File: config.mk
export PLATFORM = sky130hd
export DESIGN_NAME = jtag_os_tap
export DESIGN_NICKNAME = d
export VERILOG_FILES = /design/src/rtl/jtag_tap_pkg.sv /design/src/rtl/jtag_tap_fsm.sv /design/src/rtl/jtag_os_tap.sv
export SDC_FILE = /design/constraint.sdc
export NUM_CORES = 1
export LEC_CHECK = 0
export BUFFER_PORTS_ARGS = -buffer_cell sky130_fd_sc_hd__buf_2
export CORE_ASPECT_RATIO = 0.75
export CORE_MARGIN = 2
export CORE_UTILIZATION = 50
export CTS_CLUSTER_DIAMETER = 120
export DETAILED_ROUTE_END_ITERATION = 6
export PLACE_DENSITY_LB_ADDON = 0.08
export SETUP_SLACK_MARGIN = 0.2
export SLEW_MARGIN = 20
export SYNTH_ARGS = -nofsm -noshare
export SYNTH_HDL_FRONTEND = slang
export SYNTH_SLANG_ARGS = --single-unit
File: constraint.sdc
create_clock -name clk -period 2.5 [get_ports clk]
set_input_delay 0.375 -clock clk [delete_from_list [all_inputs] [get_ports clk]]
set_output_delay 0.375 -clock clk [all_outputs]
set_load 0.01 [all_outputs]
File: src/rtl/jtag_tap_pkg.sv
// Purpose: shared TAP state encoding for the oversampled JTAG TAP family.
// Latency: n/a (types and constants only).
// Backpressure: n/a.
package jtag_tap_pkg;

    localparam int TAP_STATE_W = 4;

    typedef enum logic [TAP_STATE_W-1:0] {
        TAP_TLR   = 4'hF,
        TAP_RTI   = 4'hC,
        TAP_SELDR = 4'h7,
        TAP_CAPDR = 4'h6,
        TAP_SHDR  = 4'h2,
        TAP_EX1DR = 4'h1,
        TAP_PADR  = 4'h3,
        TAP_EX2DR = 4'h0,
        TAP_UPDR  = 4'h5,
        TAP_SELIR = 4'h4,
        TAP_CAPIR = 4'hE,
        TAP_SHIR  = 4'hA,
        TAP_EX1IR = 4'h9,
        TAP_PAIR  = 4'hB,
        TAP_EX2IR = 4'h8,
        TAP_UPIR  = 4'hD
    } tap_state_e;

endpackage

File: src/rtl/jtag_tap_fsm.sv
// Purpose: IEEE 1149.1 TAP next-state function, shared across TAP variants.
// Latency: purely combinational.
// Backpressure: none; caller decides when to commit next_state.
module jtag_tap_fsm
    import jtag_tap_pkg::*;
(
    input  tap_state_e state,
    input  logic       tms,
    output tap_state_e next_state
);

    // Standard 16-state TAP transition table, selected by TMS.
    always_comb begin
        next_state = TAP_TLR;
        case (state)
            TAP_TLR:   next_state = tms ? TAP_TLR   : TAP_RTI;
            TAP_RTI:   next_state = tms ? TAP_SELDR : TAP_RTI;
            TAP_SELDR: next_state = tms ? TAP_SELIR : TAP_CAPDR;
            TAP_CAPDR: next_state = tms ? TAP_EX1DR : TAP_SHDR;
            TAP_SHDR:  next_state = tms ? TAP_EX1DR : TAP_SHDR;
            TAP_EX1DR: next_state = tms ? TAP_UPDR  : TAP_PADR;
            TAP_PADR:  next_state = tms ? TAP_EX2DR : TAP_PADR;
            TAP_EX2DR: next_state = tms ? TAP_UPDR  : TAP_SHDR;
            TAP_UPDR:  next_state = tms ? TAP_SELDR : TAP_RTI;
            TAP_SELIR: next_state = tms ? TAP_TLR   : TAP_CAPIR;
            TAP_CAPIR: next_state = tms ? TAP_EX1IR : TAP_SHIR;
            TAP_SHIR:  next_state = tms ? TAP_EX1IR : TAP_SHIR;
            TAP_EX1IR: next_state = tms ? TAP_UPIR  : TAP_PAIR;
            TAP_PAIR:  next_state = tms ? TAP_EX2IR : TAP_PAIR;
            TAP_EX2IR: next_state = tms ? TAP_UPIR  : TAP_SHIR;
            TAP_UPIR:  next_state = tms ? TAP_SELDR : TAP_RTI;
            default:   next_state = TAP_TLR;
        endcase
    end

endmodule

File: src/rtl/jtag_os_tap.sv
// Purpose: oversampled JTAG TAP (IR/BYPASS/IDCODE + user-DR strobes) in the clk domain; optional TRST via JTAG_OS_TAP_TRST_EN.
// Latency: 1 clk from a synchronized TCK edge to registered state/TDO/strobes (pad-to-effect 4 clk incl. sync).
// Backpressure: none; the host paces everything through TCK, which must be at most clk/4.
module jtag_os_tap
    import jtag_tap_pkg::*;
#(
    parameter int              IR_W      = 4,
    parameter logic [31:0]     IDCODE    = 32'h0000_0001,
    parameter logic [IR_W-1:0] OP_IDCODE = IR_W'(1),
    parameter logic [IR_W-1:0] OP_BYPASS = '1
) (
    input  logic                   clk,
    input  logic                   rst_p,
`ifdef JTAG_OS_TAP_TRST_EN
    input  logic                   trst_n_s,
`endif
    input  logic                   tck_s,
    input  logic                   tms_s,
    input  logic                   tdi_s,
    output logic                   tdo,
    output logic                   tdo_oe,
    output logic [TAP_STATE_W-1:0] state,
    output logic [IR_W-1:0]        ir,
    output logic                   user_sel,
    output logic                   capture_dr,
    output logic                   shift_dr,
    output logic                   update_dr,
    output logic                   user_tdi,
    input  logic                   user_tdo
);

    logic            tck_q;
    tap_state_e      state_q, state_d, fsm_next;
    logic [IR_W-1:0] ir_q, ir_d;
    logic [IR_W-1:0] ir_sh_q, ir_sh_d;
    logic [31:0]     id_sh_q, id_sh_d;
    logic            byp_q, byp_d;
    logic            tdo_q, tdo_d;
    logic            tdo_oe_q, tdo_oe_d;
    logic            capture_dr_q, capture_dr_d;
    logic            shift_dr_q, shift_dr_d;
    logic            update_dr_q, update_dr_d;
    logic            user_tdi_q, user_tdi_d;

    logic rise, fall;
    logic sel_id, sel_byp;
    logic dr_lsb;

    assign rise = tck_s & ~tck_q;
    assign fall = ~tck_s & tck_q;

    assign sel_id   = (ir_q == OP_IDCODE);
    assign sel_byp  = (ir_q == OP_BYPASS);
    assign user_sel = ~sel_id & ~sel_byp;

    // LSB of whichever data register the active instruction selects.
    assign dr_lsb = sel_id  ? id_sh_q[0] :
                    sel_byp ? byp_q      : user_tdo;

    jtag_tap_fsm u_fsm (
        .state      (state_q),
        .tms        (tms_s),
        .next_state (fsm_next)
    );

    // Register updates: rise edges advance the FSM and shift; fall edges update IR and drive TDO.
    always_comb begin
        state_d      = state_q;
        ir_d         = ir_q;
        ir_sh_d      = ir_sh_q;
        id_sh_d      = id_sh_q;
        byp_d        = byp_q;
        tdo_d        = tdo_q;
        tdo_oe_d     = tdo_oe_q;
        capture_dr_d = 1'b0;
        shift_dr_d   = 1'b0;
        update_dr_d  = 1'b0;
        user_tdi_d   = tdi_s;

        if (rise) begin
            state_d = fsm_next;
            case (state_q)
                TAP_CAPIR: ir_sh_d = IR_W'(2'b01);
                TAP_SHIR:  ir_sh_d = {tdi_s, ir_sh_q[IR_W-1:1]};
                TAP_CAPDR: begin
                    if (sel_id)  id_sh_d = IDCODE;
                    if (sel_byp) byp_d   = 1'b0;
                    capture_dr_d = user_sel;
                end
                TAP_SHDR: begin
                    id_sh_d    = {tdi_s, id_sh_q[31:1]};
                    byp_d      = tdi_s;
                    shift_dr_d = user_sel;
                end
                default: ;
            endcase
        end

        if (fall) begin
            // Output enable only survives while the FSM sits in a shift state.
            tdo_oe_d = 1'b0;
            case (state_q)
                TAP_UPIR: ir_d = ir_sh_q;
                TAP_TLR:  ir_d = OP_IDCODE;
                TAP_SHIR: begin
                    tdo_d    = ir_sh_q[0];
                    tdo_oe_d = 1'b1;
                end
                TAP_SHDR: begin
                    tdo_d    = dr_lsb;
                    tdo_oe_d = 1'b1;
                end
                TAP_UPDR: update_dr_d = user_sel;
                default: ;
            endcase
        end

`ifdef JTAG_OS_TAP_TRST_EN
        // Synchronized TRST wins over any TCK activity and holds while low.
        if (!trst_n_s) begin
            state_d  = TAP_TLR;
            ir_d     = OP_IDCODE;
            tdo_oe_d = 1'b0;
        end
`endif
    end

    // State and datapath registers; rst_p clears everything immediately.
    always_ff @(posedge clk or posedge rst_p) begin
        if (rst_p) begin
            tck_q        <= 1'b0;
            state_q      <= TAP_TLR;
            ir_q         <= OP_IDCODE;
            ir_sh_q      <= '0;
            id_sh_q      <= '0;
            byp_q        <= 1'b0;
            tdo_q        <= 1'b0;
            tdo_oe_q     <= 1'b0;
            capture_dr_q <= 1'b0;
            shift_dr_q   <= 1'b0;
            update_dr_q  <= 1'b0;
            user_tdi_q   <= 1'b0;
        end else begin
            tck_q        <= tck_s;
            state_q      <= state_d;
            ir_q         <= ir_d;
            ir_sh_q      <= ir_sh_d;
            id_sh_q      <= id_sh_d;
            byp_q        <= byp_d;
            tdo_q        <= tdo_d;
            tdo_oe_q     <= tdo_oe_d;
            capture_dr_q <= capture_dr_d;
            shift_dr_q   <= shift_dr_d;
            update_dr_q  <= update_dr_d;
            user_tdi_q   <= user_tdi_d;
        end
    end

    assign state      = state_q;
    assign ir         = ir_q;
    assign tdo        = tdo_q;
    assign tdo_oe     = tdo_oe_q;
    assign capture_dr = capture_dr_q;
    assign shift_dr   = shift_dr_q;
    assign update_dr  = update_dr_q;
    assign user_tdi   = user_tdi_q;

endmodule
==> Implementation_results.wiki, run 1 <==
{| class="wikitable"
! Metric !! Value
|-
| Count of nets left with antenna violations after detail routing || 0
|-
| Worst min-delay path category || primary input to flip-flop
|-
| Chip Height || 63.5 µm
|-
| Relative area change from synthesis to final layout || 9.53%
|-
| Simple-gate area share of the yosys netlist || 20.3%
|-
| HPWL Detailed || 2570 µm
|-
| Power spent charging and discharging nets || 0.954 mW
|-
| Met3 wirelength from detailed routing || 173 µm
|-
| Relative slew slack || 57.1%
|-
| Switching Share || 34.1%
|-
| Final-layout fill cell count || 386
|-
| Die Area || 0.00530 mm²
|-
| Number of flops mapped to enable cells by yosys || 0
|-
| Max Cap Violations || 0
|-
| Count of TritonRoute iterations in the first routing pass || 4
|-
| Post-Synthesis Cells || 241
|-
| Post-Route Setup TNS || 0 ns
|-
| Share of total power in sequential cells || 52.8%
|-
| Post-synthesis sequential area ratio || 55.3%
|-
| Count of synthesis-stage warnings from yosys || 0
|-
| Largest net degree at the start of global routing || 64
|-
| Endpoint kind of the worst setup timing path || flip-flop
|-
| Commonest cells after routing, fill and taps aside || nand2_1 (80), dfrtp_1 (47), o21ai_2 (25)
|-
| Global-route wire length before repair || 7190 µm
|-
| Detail-routed net length per standard cell || 12.8 µm
|-
| Fraction of the cycle the final worst path needs || 84.9%
|-
| Synthesized-area fraction occupied by ao, oa, aoi and oai cells || 19.0%
|-
| Synth Area in Adders || 0%
|-
| Core Box Area || 0.00449 mm²
|-
| Antenna diode count || 0
|-
| Most used DFF post-synth || dfrtp_1
|-
| Final number of max-transition violations || 0
|-
| Starting DRC count in detailed routing || 97
|-
| Netlist cell types || 40
|-
| Mean instance size in the synthesized netlist || 9.80 µm²
|-
| Power Internal || 1.84 mW
|-
| Largest family of logic cells by synthesized area || simple AND/OR/NAND/NOR gates
|-
| Total count of hold-check failures in the final report || 0
|-
| Aggregate routed wire length || 4030 µm
|-
| Clk buf depth || 2
|-
| Clock latency reported for the late side of the worst-skew pair || 0.30 ns
|-
| Starting density of the core || 52.6%
|-
| Commonest non-fill, non-tap cell in the layout || nand2_1
|-
| Postcts setup bufs || 0
|-
| CP Launch Type || flip-flop
|-
| Post-Syn Nets || 247
|-
| TritonCTS clock tree || yes
|-
| Port bufs || 20
|-
| Clock Sinks || 52
|-
| Part of the total power dissipated in combinational logic || 25.4%
|-
| Average via count per standard cell || 5.19
|-
| Critical Setup Path Class || flip-flop to flip-flop
|-
| Post-layout power || 2.79 mW
|-
| Number of buffers inserted for hold repair after clock tree synthesis || 0
|-
| Data arrival at the endpoint of the critical path || 2.32 ns
|-
| Fraction of layout instances using a drive strength above 1 || 26.8%
|-
| Final setup violation count || 0
|-
| M1 wire length || 2180 µm
|-
| Remaining global-route overflow || 0
|-
| Level count of the clock H-tree || 2
|-
| Share of synthesized area spent on multiplexers || 0%
|-
| Time the final worst path needs with I/O delays and setup || 2.12 ns
|-
| Total area of multi-input combinational cells || 933 µm²
|-
| Highest layer used for signal routing || met4
|-
| Total vias in the final route || 1630
|-
| Total length of routed met2 wires || 1640 µm
|-
| Register Area || 0.00131 mm²
|-
| Data required time of the critical path || 2.70 ns
|-
| Cts bufs inserted || 5
|-
| Overall Global Routing Usage || 17.0%
|-
| Routability congestion estimate || 0.739
|-
| Transition at the pin with the smallest max-transition slack || 0.643 ns
|-
| Final routed DRC violation total || 0
|-
| Worst vdd rail ir drop || 0.553 mV
|-
| Largest clock skew in the final design || 0.00462 ns
|-
| Cell Pwr Density || 1080 mW/mm²
|-
| Synth Cell Area || 0.00236 mm²
|-
| Boundary pin count || 21
|-
| Total of cells resized after clock tree synthesis || 0
|-
| Number of antenna violations at the first check in global routing || 0
|-
| Leakage power total || 1.15 nW
|-
| Outcome || completed
|-
| Width of the die || 83.4 µm
|-
| Root cell of the clock tree || clkbuf_8
|-
| Number of core rows || 21
|-
| Clock network fraction of design power || 21.8%
|-
| Via count of the first global-routing pass || 1550
|-
| Maximum clock rate || 0.471 GHz
|-
| Nets || 262
|-
| Ys async rst share || 100%
|-
| Critical Path Fanout Max || 63
|-
| RSZ-0062 raised after global routing || no
|-
| Flip-flop and latch count after synthesis || 52
|-
| Reg clk slew, reported paths || 0.10 ns
|-
| Post-synthesis xor/xnor area fraction || 0%
|}
==> cell families after synthesis <==
family	after synthesis
flops	52
simple gates	110
compound gates	61
buf+inv	18
==> state kept, by name, summed over array words and instances (netlist names) <==
name	cells
byp_q	1
capture_dr	1
id_sh_q	32
ir	4
ir_sh_q	4
shift_dr	1
state	4
tck_q	1
tdo	1
tdo_oe	1
update_dr	1
user_tdi	1
==> routing by layer <==
layer	global-route usage, %	vias up
li1	-	851
met1	24.2	752
met2	25.2	22
met3	4.72	5
met4	5.53	0
met5	0	-
==> synthesized netlist by cell type, types with 2 or more instances <==
master | instances | area share, %
nand2_1 | 80 | 13
dfrtp_1 | 47 | 50
o21ai_2 | 25 | 9.3
o21ai_0 | 15 | 3.2
clkbuf_1 | 9 | 1.4
nand2b_1 | 7 | 1.9
buf_6 | 5 | 2.4
dfstp_2 | 5 | 5.6
nor2_1 | 5 | 0.79
o21ai_1 | 5 | 1.1
nor3_1 | 3 | 0.64
a21boi_0 | 2 | 0.64
a21oi_1 | 2 | 0.42
and3_1 | 2 | 0.53
nand3_1 | 2 | 0.42
nand4_1 | 2 | 0.53
nor2b_1 | 2 | 0.53
==> layout make-up <==
| class | instances | area share (%) |
|---|---|---|
| Clock inverter | 2 | 1.50 |
| Timing Repair Buffer | 25 | 5.80 |
| Inverter | 1 | 0.145 |
| Sequential cell | 52 | 50.5 |
| Multi-Input combinational cell | 171 | 36.1 |
| Clock buffer | 6 | 3.19 |
| Tap cell | 57 | 2.76 |
==> final timing paths <==
path,from,endpoint,slack (ns),depth (start not counted)
max in group asynchronous,rst_p,update_dr,1.84,3
max,ir[0],id_sh_q[31],0.38,4
min reg2reg,id_sh_q[15],id_sh_q[15],0.48,2
min,tck_s,tck_q,0.21,1
min in group asynchronous,rst_p,id_sh_q[23],0.22,3
max reg2reg,ir[0],id_sh_q[31],0.38,4
==> critical path, stage by stage (launching register included) <==
cell      delay (ns)
dfstp_2         0.57
or4b_1          0.48
a2111o_2        0.51
buf_12          0.22
a32o_1          0.23
==> through the flow <==
stage	instances	hold slack [ns]	worst slack (ns)	utilization, %	cell area [µm²]
after floorplan	241	0.406	0.528	-	2360
after global placement	306	0.461	0.419	54.9	2470
after detailed placement	306	0.464	0.378	54.9	2470
after CTS	314	0.209	0.370	57.6	2590
after global routing	314	0.209	0.301	57.6	2590
final	314	0.215	0.377	57.6	2590
==> power groups by stage <==
| stage | clock network [mW] | registers, mW | logic [mW] |
|---|---|---|---|
| 6_report | 0.610 | 1.47 | 0.710 |
| 5_1_grt | 0.653 | 1.53 | 0.828 |
| 4_1_cts | 0.624 | 1.48 | 0.726 |
| 3_5_place_dp | 0 | 1.49 | 0.728 |
| 3_3_place_gp | 0 | 1.49 | 0.703 |
| 2_1_floorplan | 0 | 1.39 | 0.611 |
Note: power is estimated with default switching activity, not from simulation.
==> run 2, diff against run 1 <==
- clock period: 2.5 -> 2.21 ns (I/O delays scaled with it)
==> run 2 against run 1 <==
Clock power is 15% higher; wire length is 2.1% higher; first-iteration DRC count is 12% higher; critical path depth stayed put; power is 15% higher; sequential cell count stayed put; worst hold slack worse by 0.052 ns; non-clock buffer count is 6 higher; final area is 1.7% higher; largest cell class unchanged; highest routed layer unchanged.
==> Implementation_results.wiki, run 2 (synthesis results as in run 1) <==
{| class="wikitable"
! Metric !! Value
|-
| Transition at the pin with the smallest max-transition slack || 0.646 ns (+0.00228 ns)
|-
| Worst vdd rail ir drop || 0.623 mV (+13%)
|-
| Post-Route Setup TNS || 0 ns (unchanged)
|-
| Largest net degree at the start of global routing || 53 (-17%)
|-
| Post-layout power || 3.22 mW (+15%)
|-
| Final routed DRC violation total || 0 (unchanged)
|-
| Total vias in the final route || 1649 (+1.2%)
|-
| Final setup violation count || 0 (unchanged)
|-
| Detail-routed net length per standard cell || 12.9 µm (+0.17%)
|-
| Switching Share || 33.4% (-0.78 points)
|-
| Global-route wire length before repair || 7320 µm (+1.8%)
|-
| Aggregate routed wire length || 4120 µm (+2.1%)
|-
| Port bufs || 20 (unchanged)
|-
| Met3 Usage GRT || 4.72% (unchanged)
|-
| Cell Pwr Density || 1220 mW/mm² (+13%)
|-
| Antenna diode count || 0 (unchanged)
|-
| Largest clock skew in the final design || 0.00714 ns (+0.00252 ns)
|-
| Max Cap Violations || 0 (unchanged)
|-
| Startpoint of the most critical register-to-register path || ir[0]
|-
| Final-layout fill cell count || 402 (+4.1%)
|-
| Average via count per standard cell || 5.15 (-0.73%)
|-
| Overall Global Routing Usage || 17.6% (+0.56 points)
|-
| TritonCTS clock tree || yes
|-
| Critical Setup Path Class || flip-flop to flip-flop
|-
| Endpoint kind of the worst setup timing path || flip-flop
|-
| Relative slew slack || 57.0% (-0.15 points)
|-
| Starting density of the core || 52.6% (unchanged)
|-
| Power spent charging and discharging nets || 1.07 mW (+13%)
|-
| Fraction of layout instances using a drive strength above 1 || 28.5% (+1.7 points)
|-
| Level count of the clock H-tree || 2 (unchanged)
|-
| Clock network fraction of design power || 21.7% (about the same)
|-
| Register with the most flip-flops || id_sh_q
|-
| Width of the die || 83.4 µm (unchanged)
|-
| HPWL Detailed || 2740 µm (+6.6%)
|-
| Chip Height || 63.5 µm (unchanged)
|-
| Commonest non-fill, non-tap cell in the layout || nand2_1
|-
| Clock latency reported for the late side of the worst-skew pair || 0.30 ns (about the same)
|-
| Worst min-delay path category || primary input to flip-flop
|-
| Maximum clock rate || 0.508 GHz (+7.9%)
|-
| Postcts setup bufs || 0 (unchanged)
|-
| Time the final worst path needs with I/O delays and setup || 1.97 ns (-0.155 ns)
|-
| Most crowded layer after global routing || met2
|-
| Clock Sinks || 52 (unchanged)
|-
| Critical Path Fanout Max || 20 (-68%)
|-
| Number of core rows || 21 (unchanged)
|-
| Hold path startpoint || tck_s
|-
| Relative area change from synthesis to final layout || 11.4%
|-
| Count of nets left with antenna violations after detail routing || 0 (unchanged)
|-
| Hold Crit Endpoint || tck_q
|-
| Part of the total power dissipated in combinational logic || 27.4% (+2.0 points)
|-
| Core Box Area || 0.00449 mm² (unchanged)
|-
| Remaining global-route overflow || 0 (unchanged)
|-
| Count of TritonRoute iterations in the first routing pass || 4 (unchanged)
|-
| CP Launch Type || flip-flop
|-
| Met2 Resource Use GR || 25.6% (+0.40 points)
|-
| Leakage power total || 1.18 nW (+2.5%)
|-
| Flip-flop count of the largest register, all copies and words added || 32 (unchanged)
|-
| Data arrival at the endpoint of the critical path || 2.16 ns (-0.16 ns)
|-
| Starting DRC count in detailed routing || 109 (+12%)
|-
| Register-to-register path setup slack || 0.24 ns (-0.13 ns)
|-
| Data required time of the critical path || 2.41 ns (-0.29 ns)
|-
| Final number of max-transition violations || 0 (unchanged)
|-
| Nets || 268 (+2.3%)
|-
| Global routing met1 resource utilization || 25.3% (+1.1 points)
|-
| Reg clk slew, reported paths || 0.09 ns (about the same)
|-
| Number of instances on the worst hold path || 1 (unchanged)
|-
| Power Internal || 2.14 mW (+17%)
|-
| R2r endpoint || id_sh_q[31]
|-
| Cts bufs inserted || 5 (unchanged)
|-
| Share of total power in sequential cells || 50.8% (-2.0 points)
|-
| Commonest cells after routing, fill and taps aside || nand2_1 (80), dfrtp_1 (47), o21ai_2 (25)
|-
| Via count of the first global-routing pass || 1544 (-0.39%)
|-
| Routability congestion estimate || 0.756 (+2.4%)
|-
| Clk buf depth || 2 (unchanged)
|-
| Outcome || completed
|-
| Root cell of the clock tree || clkbuf_8
|-
| Boundary pin count || 21 (unchanged)
|-
| R2r worst-path depth || 4 (unchanged)
|-
| Fraction of the cycle the final worst path needs || 89.0% (+4.1 points)
|-
| RSZ-0062 raised after global routing || yes
|-
| Die Area || 0.00530 mm² (unchanged)
|-
| Number of antenna violations at the first check in global routing || 0 (unchanged)
|-
| Total count of hold-check failures in the final report || 0 (unchanged)
|}
-- run 2: routing by layer --
metal / routed length (µm) / vias to the layer above
li1: - / 862
met1: 2190 / 756
met2: 1670 / 24
met3: 200 / 7
met4: 55 / 0
met5: 0 / -
-- run 2: power by group through the flow --
stage          Combinational (mW)  Sequential (mW)  Clock (mW)
2_1_floorplan               0.691             1.57           0
3_3_place_gp                0.867             1.65           0
3_5_place_dp                0.894             1.65           0
4_1_cts                     0.897             1.63       0.724
5_1_grt                      1.02             1.70       0.761
6_report                    0.883             1.64       0.699
-- run 2: how the worst max path moves through the flow --
stage,start,endpoint,slack [ns],cells after the start
after floorplan,ir[0],id_sh_q[11],0.24,6
after global placement,ir[0],id_sh_q[31],0.20,4
after detailed placement,ir[0],id_sh_q[31],0.18,4
after CTS,ir[0],id_sh_q[31],0.20,4
after global routing,ir[0],id_sh_q[31],0.18,4
final,ir[0],id_sh_q[31],0.24,4
-- run 2: worst max-delay path, stage by stage, from the launching register on --
cell and delay, ns:
dfstp_2 0.53, or4b_1 0.46, a2111o_2 0.48, buf_6 0.19, a32o_1 0.20
-- run 2: what timing repair did --
item,4_1_cts,5_1_grt
hold buffers,0,0
pin swaps,0,1
gates resized for setup,2,0
setup endpoints to repair,8,30
cloned,0,0
-- run 2: cell type report --
cell class	instances	area, µm²	share of cell area, %
sequential	52	1310	49.7
multi-input combinational	171	933	35.5
timing repair buffer	31	190	7.22
clock buffer	7	96.3	3.66
tap	57	71.3	2.71
clock inverter	1	30.0	1.14
inverter	1	3.75	0.143
-- run 2: metrics by stage --
stage               hold WS [ns]  setup WS [ns]  cells  utilization (%)  area, µm²
CTS                        0.153          0.197    320             58.6       2630
detailed placement         0.465          0.176    312             55.6       2500
global route               0.156          0.179    320             58.6       2630
finish                     0.163          0.242    320             58.6       2630
floorplan                  0.363          0.238    241                -       2360
global placement           0.461          0.196    312             55.6       2500
